<file path="src/rtl/seg7_mux_ctrl_if.sv">
// AXI4-Lite register bus bundle for the multiplexed 7-segment controller.
interface seg7_mux_ctrl_if #(
  parameter int unsigned ADDR_WIDTH = 5,
  parameter int unsigned DATA_WIDTH = 32
);
  logic [ADDR_WIDTH-1:0]   awaddr;
  logic [2:0]              awprot;
  logic                    awvalid;
  logic                    awready;
  logic [DATA_WIDTH-1:0]   wdata;
  logic [DATA_WIDTH/8-1:0] wstrb;
  logic                    wvalid;
  logic                    wready;
  logic [1:0]              bresp;
  logic                    bvalid;
  logic                    bready;
  logic [ADDR_WIDTH-1:0]   araddr;
  logic [2:0]              arprot;
  logic                    arvalid;
  logic                    arready;
  logic [DATA_WIDTH-1:0]   rdata;
  logic [1:0]              rresp;
  logic                    rvalid;
  logic                    rready;

  modport master (
    output awaddr, awprot, awvalid, input awready,
    output wdata, wstrb, wvalid, input wready,
    input bresp, bvalid, output bready,
    output araddr, arprot, arvalid, input arready,
    input rdata, rresp, rvalid, output rready
  );

  modport slave (
    input awaddr, awprot, awvalid, output awready,
    input wdata, wstrb, wvalid, output wready,
    output bresp, bvalid, input bready,
    input araddr, arprot, arvalid, output arready,
    output rdata, rresp, rvalid, input rready
  );
endinterface

</file>
<file path="src/rtl/seg7_mux_ctrl.sv">
// AXI4-Lite controlled multiplexed 7-segment driver (2..16 digits) with
// per-digit blanking, 16-level PWM brightness and programmable refresh.
// Optional per-digit blink is built when SEG7_BLINK_EN is defined.
module seg7_mux_ctrl #(
  parameter int unsigned NDISP       = 8,
  parameter bit          MODE_DISP   = 1'b1,
  parameter bit          MODE_SEG    = 1'b1,
  parameter int unsigned REFRESH_CNT = 100_000,
  parameter int unsigned ADDR_WIDTH  = 5,
  parameter int unsigned DATA_WIDTH  = 32
) (
  input  logic               clk,
  input  logic               nrst,
  seg7_mux_ctrl_if.slave     bus,
  output logic [NDISP-1:0]   seg,
  output logic [6:0]         ABCDEFG,
  output logic               DP
);

`ifdef SEG7_BLINK_EN
  localparam int unsigned NUM_WORDS = 8;
`else
  localparam int unsigned NUM_WORDS = 6;
`endif

  localparam logic [1:0] RESP_OKAY   = 2'b00;
  localparam logic [1:0] RESP_SLVERR = 2'b10;

  // Storage masks: bits belonging to digits >= NDISP are never kept.
  function automatic logic [31:0] nib_mask(input int unsigned base);
    logic [31:0] m;
    m = '0;
    for (int unsigned i = 0; i < 8; i++) begin
      if (base + i < NDISP) m[4*i +: 4] = 4'hF;
    end
    return m;
  endfunction

  localparam logic [31:0] LO_MASK  = nib_mask(0);
  localparam logic [31:0] HI_MASK  = nib_mask(8);
  localparam logic [15:0] DIG_MASK = 16'((33'd1 << NDISP) - 33'd1);

  // Reset-time outputs: digit 0 showing "0" at full brightness.
  localparam logic [NDISP-1:0] SEG_ONE   = NDISP'(1);
  localparam logic [NDISP-1:0] SEG_RST   = MODE_DISP ? ~SEG_ONE : SEG_ONE;
  localparam logic [6:0]       ABCD_RST  = MODE_SEG ? 7'h7E : 7'h01;
  localparam logic             DP_RST    = ~MODE_SEG;

  typedef enum logic [1:0] {W_IDLE, W_HAVE_AW, W_HAVE_W, W_RESP} wstate_t;
  typedef enum logic       {R_IDLE, R_DATA} rstate_t;

  function automatic logic [31:0] merge(input logic [31:0] old,
                                        input logic [31:0] d,
                                        input logic [3:0]  s);
    logic [31:0] r;
    for (int b = 0; b < 4; b++) r[8*b +: 8] = s[b] ? d[8*b +: 8] : old[8*b +: 8];
    return r;
  endfunction

  function automatic logic [6:0] hex7(input logic [3:0] n);
    logic [6:0] p;
    case (n)
      4'h0: p = 7'b1111110;
      4'h1: p = 7'b0110000;
      4'h2: p = 7'b1101101;
      4'h3: p = 7'b1111001;
      4'h4: p = 7'b0110011;
      4'h5: p = 7'b1011011;
      4'h6: p = 7'b1011111;
      4'h7: p = 7'b1110000;
      4'h8: p = 7'b1111111;
      4'h9: p = 7'b1111011;
      4'hA: p = 7'b1110111;
      4'hB: p = 7'b0011111;
      4'hC: p = 7'b1001110;
      4'hD: p = 7'b0111101;
      4'hE: p = 7'b1001111;
      default: p = 7'b1000111;
    endcase
    return p;
  endfunction

  // Register state
  logic [31:0] dig_lo_q, dig_hi_q;
  logic [15:0] dp_q, blank_q;
  logic [3:0]  bright_q;
  logic        en_q;
  logic [19:0] refresh_q;
`ifdef SEG7_BLINK_EN
  logic [15:0] blink_q;
  logic [7:0]  blink_div_q;
  logic [7:0]  blink_cnt_q;
  logic        blink_ph_q;
`endif

  // Scan state
  logic [19:0] rcnt_q;
  logic [3:0]  idx_q;
  logic [3:0]  phase_q;

  // Bus FSM state and captures
  wstate_t                 wstate;
  rstate_t                 rstate;
  logic [ADDR_WIDTH-1:0]   aw_addr_q;
  logic [DATA_WIDTH-1:0]   w_data_q;
  logic [3:0]              w_strb_q;

  logic                    aw_fire_c, w_fire_c, ar_fire_c;
  logic                    wr_commit_c;
  logic [ADDR_WIDTH-1:0]   wr_addr_c;
  logic [31:0]             wr_data_c;
  logic [3:0]              wr_strb_c;
  logic [31:0]             wr_a32_c, rd_a32_c;
  logic                    wr_ok_c, rd_ok_c;
  logic [2:0]              wr_sel_c, rd_sel_c;
  logic [31:0]             regs_c [8];
  logic [31:0]             wr_merged_c;
  logic [31:0]             rd_data_c;
  logic                    refresh_wr_c;
  logic                    slot_end_c;
  logic                    active_c;
  logic [3:0]              nib_c;
  logic [63:0]             digits_c;
  logic [NDISP-1:0]        seg_on_c;
  logic [6:0]              pat_c;
  logic                    dp_bit_c;
  logic                    unused_c;

  assign aw_fire_c = bus.awvalid & bus.awready;
  assign w_fire_c  = bus.wvalid & bus.wready;
  assign ar_fire_c = bus.arvalid & bus.arready;

  // Register file view used by both the read mux and the byte-merge on write
  always_comb begin
    for (int i = 0; i < 8; i++) regs_c[i] = '0;
    regs_c[0] = dig_lo_q;
    regs_c[1] = dig_hi_q;
    regs_c[2] = {16'b0, dp_q};
    regs_c[3] = {16'b0, blank_q};
    regs_c[4] = {23'b0, en_q, 4'b0, bright_q};
    regs_c[5] = {12'b0, refresh_q};
`ifdef SEG7_BLINK_EN
    regs_c[6] = {16'b0, blink_q};
    regs_c[7] = {24'b0, blink_div_q};
`endif
  end

  // Effective write address/data: captured copy if that channel came first
  always_comb begin
    wr_addr_c   = bus.awaddr;
    wr_data_c   = 32'(bus.wdata);
    wr_strb_c   = 4'(bus.wstrb);
    wr_commit_c = 1'b0;
    if (wstate == W_HAVE_AW) wr_addr_c = aw_addr_q;
    if (wstate == W_HAVE_W) begin
      wr_data_c = 32'(w_data_q);
      wr_strb_c = w_strb_q;
    end
    case (wstate)
      W_IDLE:    wr_commit_c = aw_fire_c & w_fire_c;
      W_HAVE_AW: wr_commit_c = w_fire_c;
      W_HAVE_W:  wr_commit_c = aw_fire_c;
      default:   wr_commit_c = 1'b0;
    endcase
  end

  // Address decode; anything beyond the implemented words is SLVERR
  always_comb begin
    wr_a32_c    = 32'(wr_addr_c);
    rd_a32_c    = 32'(bus.araddr);
    wr_ok_c     = wr_a32_c[31:2] < 30'(NUM_WORDS);
    rd_ok_c     = rd_a32_c[31:2] < 30'(NUM_WORDS);
    wr_sel_c    = wr_a32_c[4:2];
    rd_sel_c    = rd_a32_c[4:2];
    wr_merged_c = merge(regs_c[wr_sel_c], wr_data_c, wr_strb_c);
    rd_data_c   = rd_ok_c ? regs_c[rd_sel_c] : 32'h0;
  end

  assign refresh_wr_c = wr_commit_c & wr_ok_c & (wr_sel_c == 3'd5);
  assign unused_c     = ^{bus.awprot, bus.arprot, wr_a32_c[1:0], rd_a32_c[1:0]};

  // Write channel FSM: AW and W captured independently, commit on the later one
  always_ff @(posedge clk or negedge nrst) begin
    if (!nrst) begin
      wstate      <= W_IDLE;
      bus.awready <= 1'b0;
      bus.wready  <= 1'b0;
      bus.bvalid  <= 1'b0;
      bus.bresp   <= RESP_OKAY;
      aw_addr_q   <= '0;
      w_data_q    <= '0;
      w_strb_q    <= '0;
    end else begin
      case (wstate)
        W_IDLE: begin
          if (aw_fire_c && w_fire_c) begin
            wstate      <= W_RESP;
            bus.awready <= 1'b0;
            bus.wready  <= 1'b0;
            bus.bvalid  <= 1'b1;
            bus.bresp   <= wr_ok_c ? RESP_OKAY : RESP_SLVERR;
          end else if (aw_fire_c) begin
            wstate      <= W_HAVE_AW;
            aw_addr_q   <= bus.awaddr;
            bus.awready <= 1'b0;
            bus.wready  <= 1'b1;
          end else if (w_fire_c) begin
            wstate      <= W_HAVE_W;
            w_data_q    <= bus.wdata;
            w_strb_q    <= 4'(bus.wstrb);
            bus.awready <= 1'b1;
            bus.wready  <= 1'b0;
          end else begin
            bus.awready <= 1'b1;
            bus.wready  <= 1'b1;
          end
        end
        W_HAVE_AW: begin
          if (w_fire_c) begin
            wstate     <= W_RESP;
            bus.wready <= 1'b0;
            bus.bvalid <= 1'b1;
            bus.bresp  <= wr_ok_c ? RESP_OKAY : RESP_SLVERR;
          end
        end
        W_HAVE_W: begin
          if (aw_fire_c) begin
            wstate      <= W_RESP;
            bus.awready <= 1'b0;
            bus.bvalid  <= 1'b1;
            bus.bresp   <= wr_ok_c ? RESP_OKAY : RESP_SLVERR;
          end
        end
        default: begin
          if (bus.bready) begin
            wstate      <= W_IDLE;
            bus.bvalid  <= 1'b0;
            bus.awready <= 1'b1;
            bus.wready  <= 1'b1;
          end
        end
      endcase
    end
  end

  // Read channel FSM: data/resp registered at the AR handshake, held until rready
  always_ff @(posedge clk or negedge nrst) begin
    if (!nrst) begin
      rstate      <= R_IDLE;
      bus.arready <= 1'b0;
      bus.rvalid  <= 1'b0;
      bus.rdata   <= '0;
      bus.rresp   <= RESP_OKAY;
    end else begin
      case (rstate)
        R_IDLE: begin
          if (ar_fire_c) begin
            rstate      <= R_DATA;
            bus.arready <= 1'b0;
            bus.rvalid  <= 1'b1;
            bus.rdata   <= DATA_WIDTH'(rd_data_c);
            bus.rresp   <= rd_ok_c ? RESP_OKAY : RESP_SLVERR;
          end else begin
            bus.arready <= 1'b1;
          end
        end
        default: begin
          if (bus.rready) begin
            rstate      <= R_IDLE;
            bus.rvalid  <= 1'b0;
            bus.arready <= 1'b1;
          end
        end
      endcase
    end
  end

  // Register updates on write commit
  always_ff @(posedge clk or negedge nrst) begin
    if (!nrst) begin
      dig_lo_q    <= '0;
      dig_hi_q    <= '0;
      dp_q        <= '0;
      blank_q     <= '0;
      bright_q    <= 4'hF;
      en_q        <= 1'b1;
      refresh_q   <= 20'(REFRESH_CNT);
`ifdef SEG7_BLINK_EN
      blink_q     <= '0;
      blink_div_q <= 8'd64;
`endif
    end else if (wr_commit_c && wr_ok_c) begin
      case (wr_sel_c)
        3'd0: dig_lo_q <= wr_merged_c & LO_MASK;
        3'd1: dig_hi_q <= wr_merged_c & HI_MASK;
        3'd2: dp_q     <= wr_merged_c[15:0] & DIG_MASK;
        3'd3: blank_q  <= wr_merged_c[15:0] & DIG_MASK;
        3'd4: begin
          bright_q <= wr_merged_c[3:0];
          en_q     <= wr_merged_c[8];
        end
        3'd5: refresh_q <= (wr_merged_c[19:0] == 20'd0) ? 20'd1 : wr_merged_c[19:0];
`ifdef SEG7_BLINK_EN
        3'd6: blink_q     <= wr_merged_c[15:0] & DIG_MASK;
        3'd7: blink_div_q <= (wr_merged_c[7:0] == 8'd0) ? 8'd1 : wr_merged_c[7:0];
`endif
        default: ;
      endcase
    end
  end

  assign slot_end_c = (rcnt_q >= refresh_q - 20'd1);

  // Slot timer, digit index and free-running PWM phase
  always_ff @(posedge clk or negedge nrst) begin
    if (!nrst) begin
      rcnt_q  <= '0;
      idx_q   <= '0;
      phase_q <= '0;
    end else begin
      phase_q <= phase_q + 4'd1;
      if (refresh_wr_c) begin
        rcnt_q <= '0;
      end else if (slot_end_c) begin
        rcnt_q <= '0;
        idx_q  <= (idx_q == 4'(NDISP - 1)) ? 4'd0 : idx_q + 4'd1;
      end else begin
        rcnt_q <= rcnt_q + 20'd1;
      end
    end
  end

`ifdef SEG7_BLINK_EN
  // Blink phase flips after every BLINK_DIV complete scan frames
  always_ff @(posedge clk or negedge nrst) begin
    if (!nrst) begin
      blink_cnt_q <= '0;
      blink_ph_q  <= 1'b0;
    end else if (!refresh_wr_c && slot_end_c && (idx_q == 4'(NDISP - 1))) begin
      if (blink_cnt_q >= blink_div_q - 8'd1) begin
        blink_cnt_q <= '0;
        blink_ph_q  <= ~blink_ph_q;
      end else begin
        blink_cnt_q <= blink_cnt_q + 8'd1;
      end
    end
  end
`endif

  // Pixel gating and polarity for the active digit
  always_comb begin
    digits_c = {dig_hi_q, dig_lo_q};
    nib_c    = digits_c[{idx_q, 2'b00} +: 4];
    active_c = en_q & ~blank_q[idx_q] & (phase_q <= bright_q);
`ifdef SEG7_BLINK_EN
    if (blink_ph_q && blink_q[idx_q]) active_c = 1'b0;
`endif
    seg_on_c = active_c ? (SEG_ONE << idx_q) : '0;
    pat_c    = active_c ? hex7(nib_c) : 7'b0;
    dp_bit_c = active_c & dp_q[idx_q];
  end

  // Registered pin drivers
  always_ff @(posedge clk or negedge nrst) begin
    if (!nrst) begin
      seg     <= SEG_RST;
      ABCDEFG <= ABCD_RST;
      DP      <= DP_RST;
    end else begin
      seg     <= MODE_DISP ? ~seg_on_c : seg_on_c;
      ABCDEFG <= MODE_SEG ? pat_c : ~pat_c;
      DP      <= MODE_SEG ? dp_bit_c : ~dp_bit_c;
    end
  end

endmodule

</file>
<file path="src/flat_wrapper.sv">
// flat-port wrapper written by rule: the top's interface ports become plain ports
module seg7_mux_ctrl_flat 
#(
  parameter int unsigned NDISP       = 8,
  parameter bit          MODE_DISP   = 1'b1,
  parameter bit          MODE_SEG    = 1'b1,
  parameter int unsigned REFRESH_CNT = 100_000,
  parameter int unsigned ADDR_WIDTH  = 5,
  parameter int unsigned DATA_WIDTH  = 32
)
  (clk, nrst, seg, ABCDEFG, DP, bus_awaddr, bus_awprot, bus_awvalid, bus_awready, bus_wdata, bus_wstrb, bus_wvalid, bus_wready, bus_bresp, bus_bvalid, bus_bready, bus_araddr, bus_arprot, bus_arvalid, bus_arready, bus_rdata, bus_rresp, bus_rvalid, bus_rready);
  seg7_mux_ctrl_if #(.ADDR_WIDTH(ADDR_WIDTH), .DATA_WIDTH(DATA_WIDTH)) bus_i ();
  input  logic clk;
  input  logic nrst;
  output logic [NDISP-1:0] seg;
  output logic [6:0] ABCDEFG;
  output logic DP;
  input wire logic [$bits(bus_i.awaddr)-1:0] bus_awaddr;
  input wire logic [$bits(bus_i.awprot)-1:0] bus_awprot;
  input wire logic [$bits(bus_i.awvalid)-1:0] bus_awvalid;
  output wire logic [$bits(bus_i.awready)-1:0] bus_awready;
  input wire logic [$bits(bus_i.wdata)-1:0] bus_wdata;
  input wire logic [$bits(bus_i.wstrb)-1:0] bus_wstrb;
  input wire logic [$bits(bus_i.wvalid)-1:0] bus_wvalid;
  output wire logic [$bits(bus_i.wready)-1:0] bus_wready;
  output wire logic [$bits(bus_i.bresp)-1:0] bus_bresp;
  output wire logic [$bits(bus_i.bvalid)-1:0] bus_bvalid;
  input wire logic [$bits(bus_i.bready)-1:0] bus_bready;
  input wire logic [$bits(bus_i.araddr)-1:0] bus_araddr;
  input wire logic [$bits(bus_i.arprot)-1:0] bus_arprot;
  input wire logic [$bits(bus_i.arvalid)-1:0] bus_arvalid;
  output wire logic [$bits(bus_i.arready)-1:0] bus_arready;
  output wire logic [$bits(bus_i.rdata)-1:0] bus_rdata;
  output wire logic [$bits(bus_i.rresp)-1:0] bus_rresp;
  output wire logic [$bits(bus_i.rvalid)-1:0] bus_rvalid;
  input wire logic [$bits(bus_i.rready)-1:0] bus_rready;
  assign bus_i.awaddr = bus_awaddr;
  assign bus_i.awprot = bus_awprot;
  assign bus_i.awvalid = bus_awvalid;
  assign bus_awready = bus_i.awready;
  assign bus_i.wdata = bus_wdata;
  assign bus_i.wstrb = bus_wstrb;
  assign bus_i.wvalid = bus_wvalid;
  assign bus_wready = bus_i.wready;
  assign bus_bresp = bus_i.bresp;
  assign bus_bvalid = bus_i.bvalid;
  assign bus_i.bready = bus_bready;
  assign bus_i.araddr = bus_araddr;
  assign bus_i.arprot = bus_arprot;
  assign bus_i.arvalid = bus_arvalid;
  assign bus_arready = bus_i.arready;
  assign bus_rdata = bus_i.rdata;
  assign bus_rresp = bus_i.rresp;
  assign bus_rvalid = bus_i.rvalid;
  assign bus_i.rready = bus_rready;
  seg7_mux_ctrl #(.NDISP(NDISP), .MODE_DISP(MODE_DISP), .MODE_SEG(MODE_SEG), .REFRESH_CNT(REFRESH_CNT), .ADDR_WIDTH(ADDR_WIDTH), .DATA_WIDTH(DATA_WIDTH)) u_core (.clk(clk), .nrst(nrst), .bus(bus_i), .seg(seg), .ABCDEFG(ABCDEFG), .DP(DP));
endmodule
</file>
<file path="config.mk">
export PLATFORM = sky130hd
export DESIGN_NAME = seg7_mux_ctrl_flat
export DESIGN_NICKNAME = d
export VERILOG_FILES = /design/src/rtl/seg7_mux_ctrl_if.sv /design/src/rtl/seg7_mux_ctrl.sv /design/src/flat_wrapper.sv
export SDC_FILE = /design/constraint.sdc
export NUM_CORES = 1
export LEC_CHECK = 0
export CAP_MARGIN = 15
export CORE_ASPECT_RATIO = 0.8
export CORE_MARGIN = 4
export CORE_UTILIZATION = 40
export DETAILED_ROUTE_END_ITERATION = 16
export HOLD_SLACK_MARGIN = 0.15
export PLACE_DENSITY_LB_ADDON = 0.1
export SYNTH_ARGS = -nofsm -noshare
export SYNTH_HDL_FRONTEND = slang
export SYNTH_SLANG_ARGS = --single-unit
</file>
<file path="constraint.sdc">
create_clock -name clk -period 3.4 [get_ports clk]
set_input_delay 0.68 -clock clk [delete_from_list [all_inputs] [get_ports clk]]
set_output_delay 0.68 -clock clk [all_outputs]
set_load 0.05 [all_outputs]
</file>
==> run metrics <==
largest net degree at the start of global routing ~70; Worst path slowest cell or4_4; Mapped Cells 1000; share of power burned in registers 0.347; DRT Pass-1 Iters 5; TritonCTS buffer count 17; clock sink total approximately 200; first-pass GRT wire length 46.74 mm; period utilization 0.9881; CTS tree built; synthesized area per cell roughly 11 sq um; H-tree levels 4; combinational fraction of design power 0.479; CTS Hold Bufs 0; Cell Area, Placed 12440 sq um; Worst Path Max Fanout 6; leak pwr approximately 5.8 nW; Seq cells post-synth roughly 200; cell class contributing the biggest share of worst-path delay simple AND/OR/NAND/NOR gates; fraction of layout cells with a size suffix above 1 0.2233; clock tree root buffer cell clkbuf_16; P_sw approximately 5.2 mW; io pins approximately 120; DRT antenna net count 0; Total Routing Usage GR 0.2042; worst path bufs/invs 3; maximum VDD drop 430.3 uV; Initial Utilization 0.4057; n_diodes 0; outcome finished clean; HPWL Detailed between 20 and 25 mm; Final #Nets 1240; CORE AREA roughly 26000 sq um; PortBufs between 100 and 150; final hold violation count 0; pre-CTS setup slack -0.1782 ns; num rows 53; relative slew slack 0.4170; via count of the first global-routing pass approximately 7900; Die Span X 190.2 microns; Via density 5.399; slowest stage delay, CP ~0.54 ns; Multi-input gate area between 5000 and 6000 sq um; CP Launch Type flop; number of flops mapped to enable cells by yosys 0; number of distinct library cells after synthesis 67; DIE HEIGHT ~150 microns; max_cap viols 0; vias post-DR between 8000 and 9000; drc violations 0; ys flop type dfrtp_1; Mapped Area ~11000 sq um; FFs w/ async S/R, synth 1.000; final WL just under 30 mm; Max Freq a little under 0.3 GHz; # fillers about 2400; Setup CP Type reg -> reg; Reg2Reg Setup Slack roughly 0.040 ns; Arr. time, crit path 3.68 ns; GPL Wtd Cong 0.8616; Reg area roughly 5000 sq um; Critical Path End Type flop; post-route cell area 13200 sq um; grt ovf 0; Die Footprint just under 30000 sq um; PnR worst setup slack about 0.040 ns; Pwr Total between 10 and 15 mW; CP required around 3.7 ns; post-synthesis sequential area ratio 0.4691; Sw Ratio 0.4225; Pwr Density 926.6 nW/um^2; Worst Max-Slew Pin Slew 0.8726 ns; Max Slew Vio Count 0; clock power share 0.174; crit path cell chain or4_4, nor2_4, nand2_4, nor4_4, inv_2, or4_4, xor2_1, ha_2, a21o_1, a21o_1, a21oi_2, o21ai_2, a21oi_2, buf_6, buf_4, o22ai_2; final setup violation count 0; Iter 0 DRT Violations between 500 and 600; yosys warns 0; CTS max path bufs 2; clock latency on the worst-skew pair about 0.44 ns; unrepaired setup endpoints after global routing yes; HP Class in -> async; initial antenna violation count 0; Wirelength per Cell 19.62 microns; Layout area overhead 24.24%; min Tclk post-route around 3.4 ns; P_int ~7 mW; worst clock skew ~0.015 ns; clock transition at the registers of the reported paths 0.08 ns; hold_ws around 0.26 ns
-- power groups by stage --
stage | clock network (mW) | logic, mW | registers [mW]
final | 2.13 | 5.86 | 4.25
after detailed placement | 0 | 5.69 | 4.24
after global placement | 0 | 5.62 | 4.22
after global routing | 2.28 | 6.43 | 4.35
after floorplan | 0 | 3.43 | 4.38
after CTS | 2.18 | 5.79 | 4.21
-- cells in the final DEF, fill, tap and decap left out, types with 5 or more instances in the layout --
master / netlist / routed
mux4_2: 13 / 13
nand2_1: 127 / 125
clkdlybuf4s50_1: 0 / 102
o21ai_0: 79 / 77
a221oi_1: 8 / 8
inv_1: 23 / 22
mux2i_1: 48 / 48
xnor2_1: 16 / 16
dfstp_2: 24 / 24
and4_1: 5 / 5
xor2_1: 21 / 21
and2_1: 8 / 8
nor2_1: 52 / 45
a21oi_1: 42 / 39
mux2_2: 77 / 77
buf_4: 3 / 63
nand4_1: 9 / 9
dfrtp_1: 174 / 174
and3_1: 6 / 6
nand3_1: 22 / 21
clkbuf_16: 0 / 17
nor2b_1: 8 / 8
a21o_1: 16 / 16
a22o_1: 17 / 17
a22oi_1: 17 / 17
o22ai_1: 10 / 9
or3_1: 6 / 5
nor2_2: 2 / 8
nand2b_1: 5 / 5
ha_1: 43 / 40
-- final timing paths --
path | end | cells after the start | startpoint
min in group clk | u_core.bus.rdata[13] | 2 | u_core.bus.rdata[13]
min | u_core.rcnt_q[2] | 1 | nrst
min reg2reg | u_core.bus.rdata[13] | 2 | u_core.bus.rdata[13]
max in group asynchronous | u_core.refresh_q[15] | 2 | nrst
max reg2reg | u_core.idx_q[2] | 16 | u_core.refresh_q[4]
max | u_core.idx_q[2] | 16 | u_core.refresh_q[4]
-- cells by family after synthesis --
| logic type | after synthesis | share of synthesized area |
|---|---|---|
| other | 1 | 0.0003529 |
| buffers and inverters | 77 | 0.03085 |
| DFF | 198 | 0.4691 |
| adders and majority gates | 43 | 0.05063 |
| xor gates and xnor gates | 37 | 0.03050 |
| muxes | 141 | 0.1591 |
| and+or+nand+nor | 279 | 0.1248 |
| AOI/OAI and AO/OA | 224 | 0.1347 |
-- sequential cells by signal (all words and copies together) (netlist names), 2 cells and up --
| signal | cells |
|---|---|
| u_core.w_data_q | 32 |
| u_core.aw_addr_q | 3 |
| u_core.dp_q | 8 |
| u_core.dig_lo_q | 32 |
| u_core.wstate | 2 |
| u_core.refresh_q | 20 |
| u_core.phase_q | 4 |
| u_core.bright_q | 4 |
| u_core.idx_q | 4 |
| u_core.bus.rdata | 32 |
| u_core.blank_q | 8 |
| u_core.ABCDEFG | 7 |
| u_core.seg | 8 |
| u_core.w_strb_q | 4 |
| u_core.rcnt_q | 20 |
-- synth_stat cells (6+ instances only) --
cell type	count	share of area
and2_1	8	0.0047
a221oi_1	8	0.0066
mux4_2	13	0.028
dfrtp_1	174	0.41
nand3_1	22	0.010
or3_1	6	0.0035
a21oi_1	42	0.020
ha_1	43	0.051
a22o_1	17	0.014
nor2b_1	8	0.0047
inv_1	23	0.0081
xor2_1	21	0.017
dfstp_2	24	0.059
nand4_1	9	0.0053
o22ai_1	10	0.0059
o21ai_0	79	0.037
mux2i_1	48	0.045
a22oi_1	17	0.012
buf_2	10	0.0047
clkbuf_1	36	0.013
and3_1	6	0.0035
nor2_1	52	0.018
a21o_1	16	0.011
nand2_1	127	0.045
xnor2_1	16	0.013
mux2_2	77	0.082
-- what timing repair did --
item / in CTS / in global routing
buffers inserted: 2 / 1
pin swaps: 15 / 14
setup endpoints to repair: 24 / 25
resized for setup: 13 / 18
-- cell type report --
class                   count  share of cell area
inverters                  23            0.006539
multi-input cells         726              0.4138
repair buffers            172              0.1220
flip-flops and latches    198              0.3776
clock inverters            13             0.01279
clock buffers              19             0.03355
well taps                 357             0.03383
-- metal layers --
layer / GRT usage / vias up / routed length (microns)
li1: - / 3888 / -
met1: 0.3364 / 3987 / 15430
met2: 0.2677 / 251 / 11850
met3: 0.05152 / 15 / 1982
met4: 0.04034 / 0 / 328
met5: 0 / - / 0
-- metrics by stage --
stage | utilization | TNS (ns) | instances
2_1_floorplan | - | -0.6500 | 1001
3_3_place_gp | 0.4749 | -0.7999 | 1473
3_5_place_dp | 0.4749 | -2.015 | 1473
4_1_cts | 0.5007 | -2.029 | 1507
5_1_grt | 0.5040 | -2.551 | 1508
6_report | 0.5040 | 0 | 1508
No activity file was read; power rests on OpenSTA's default activity.
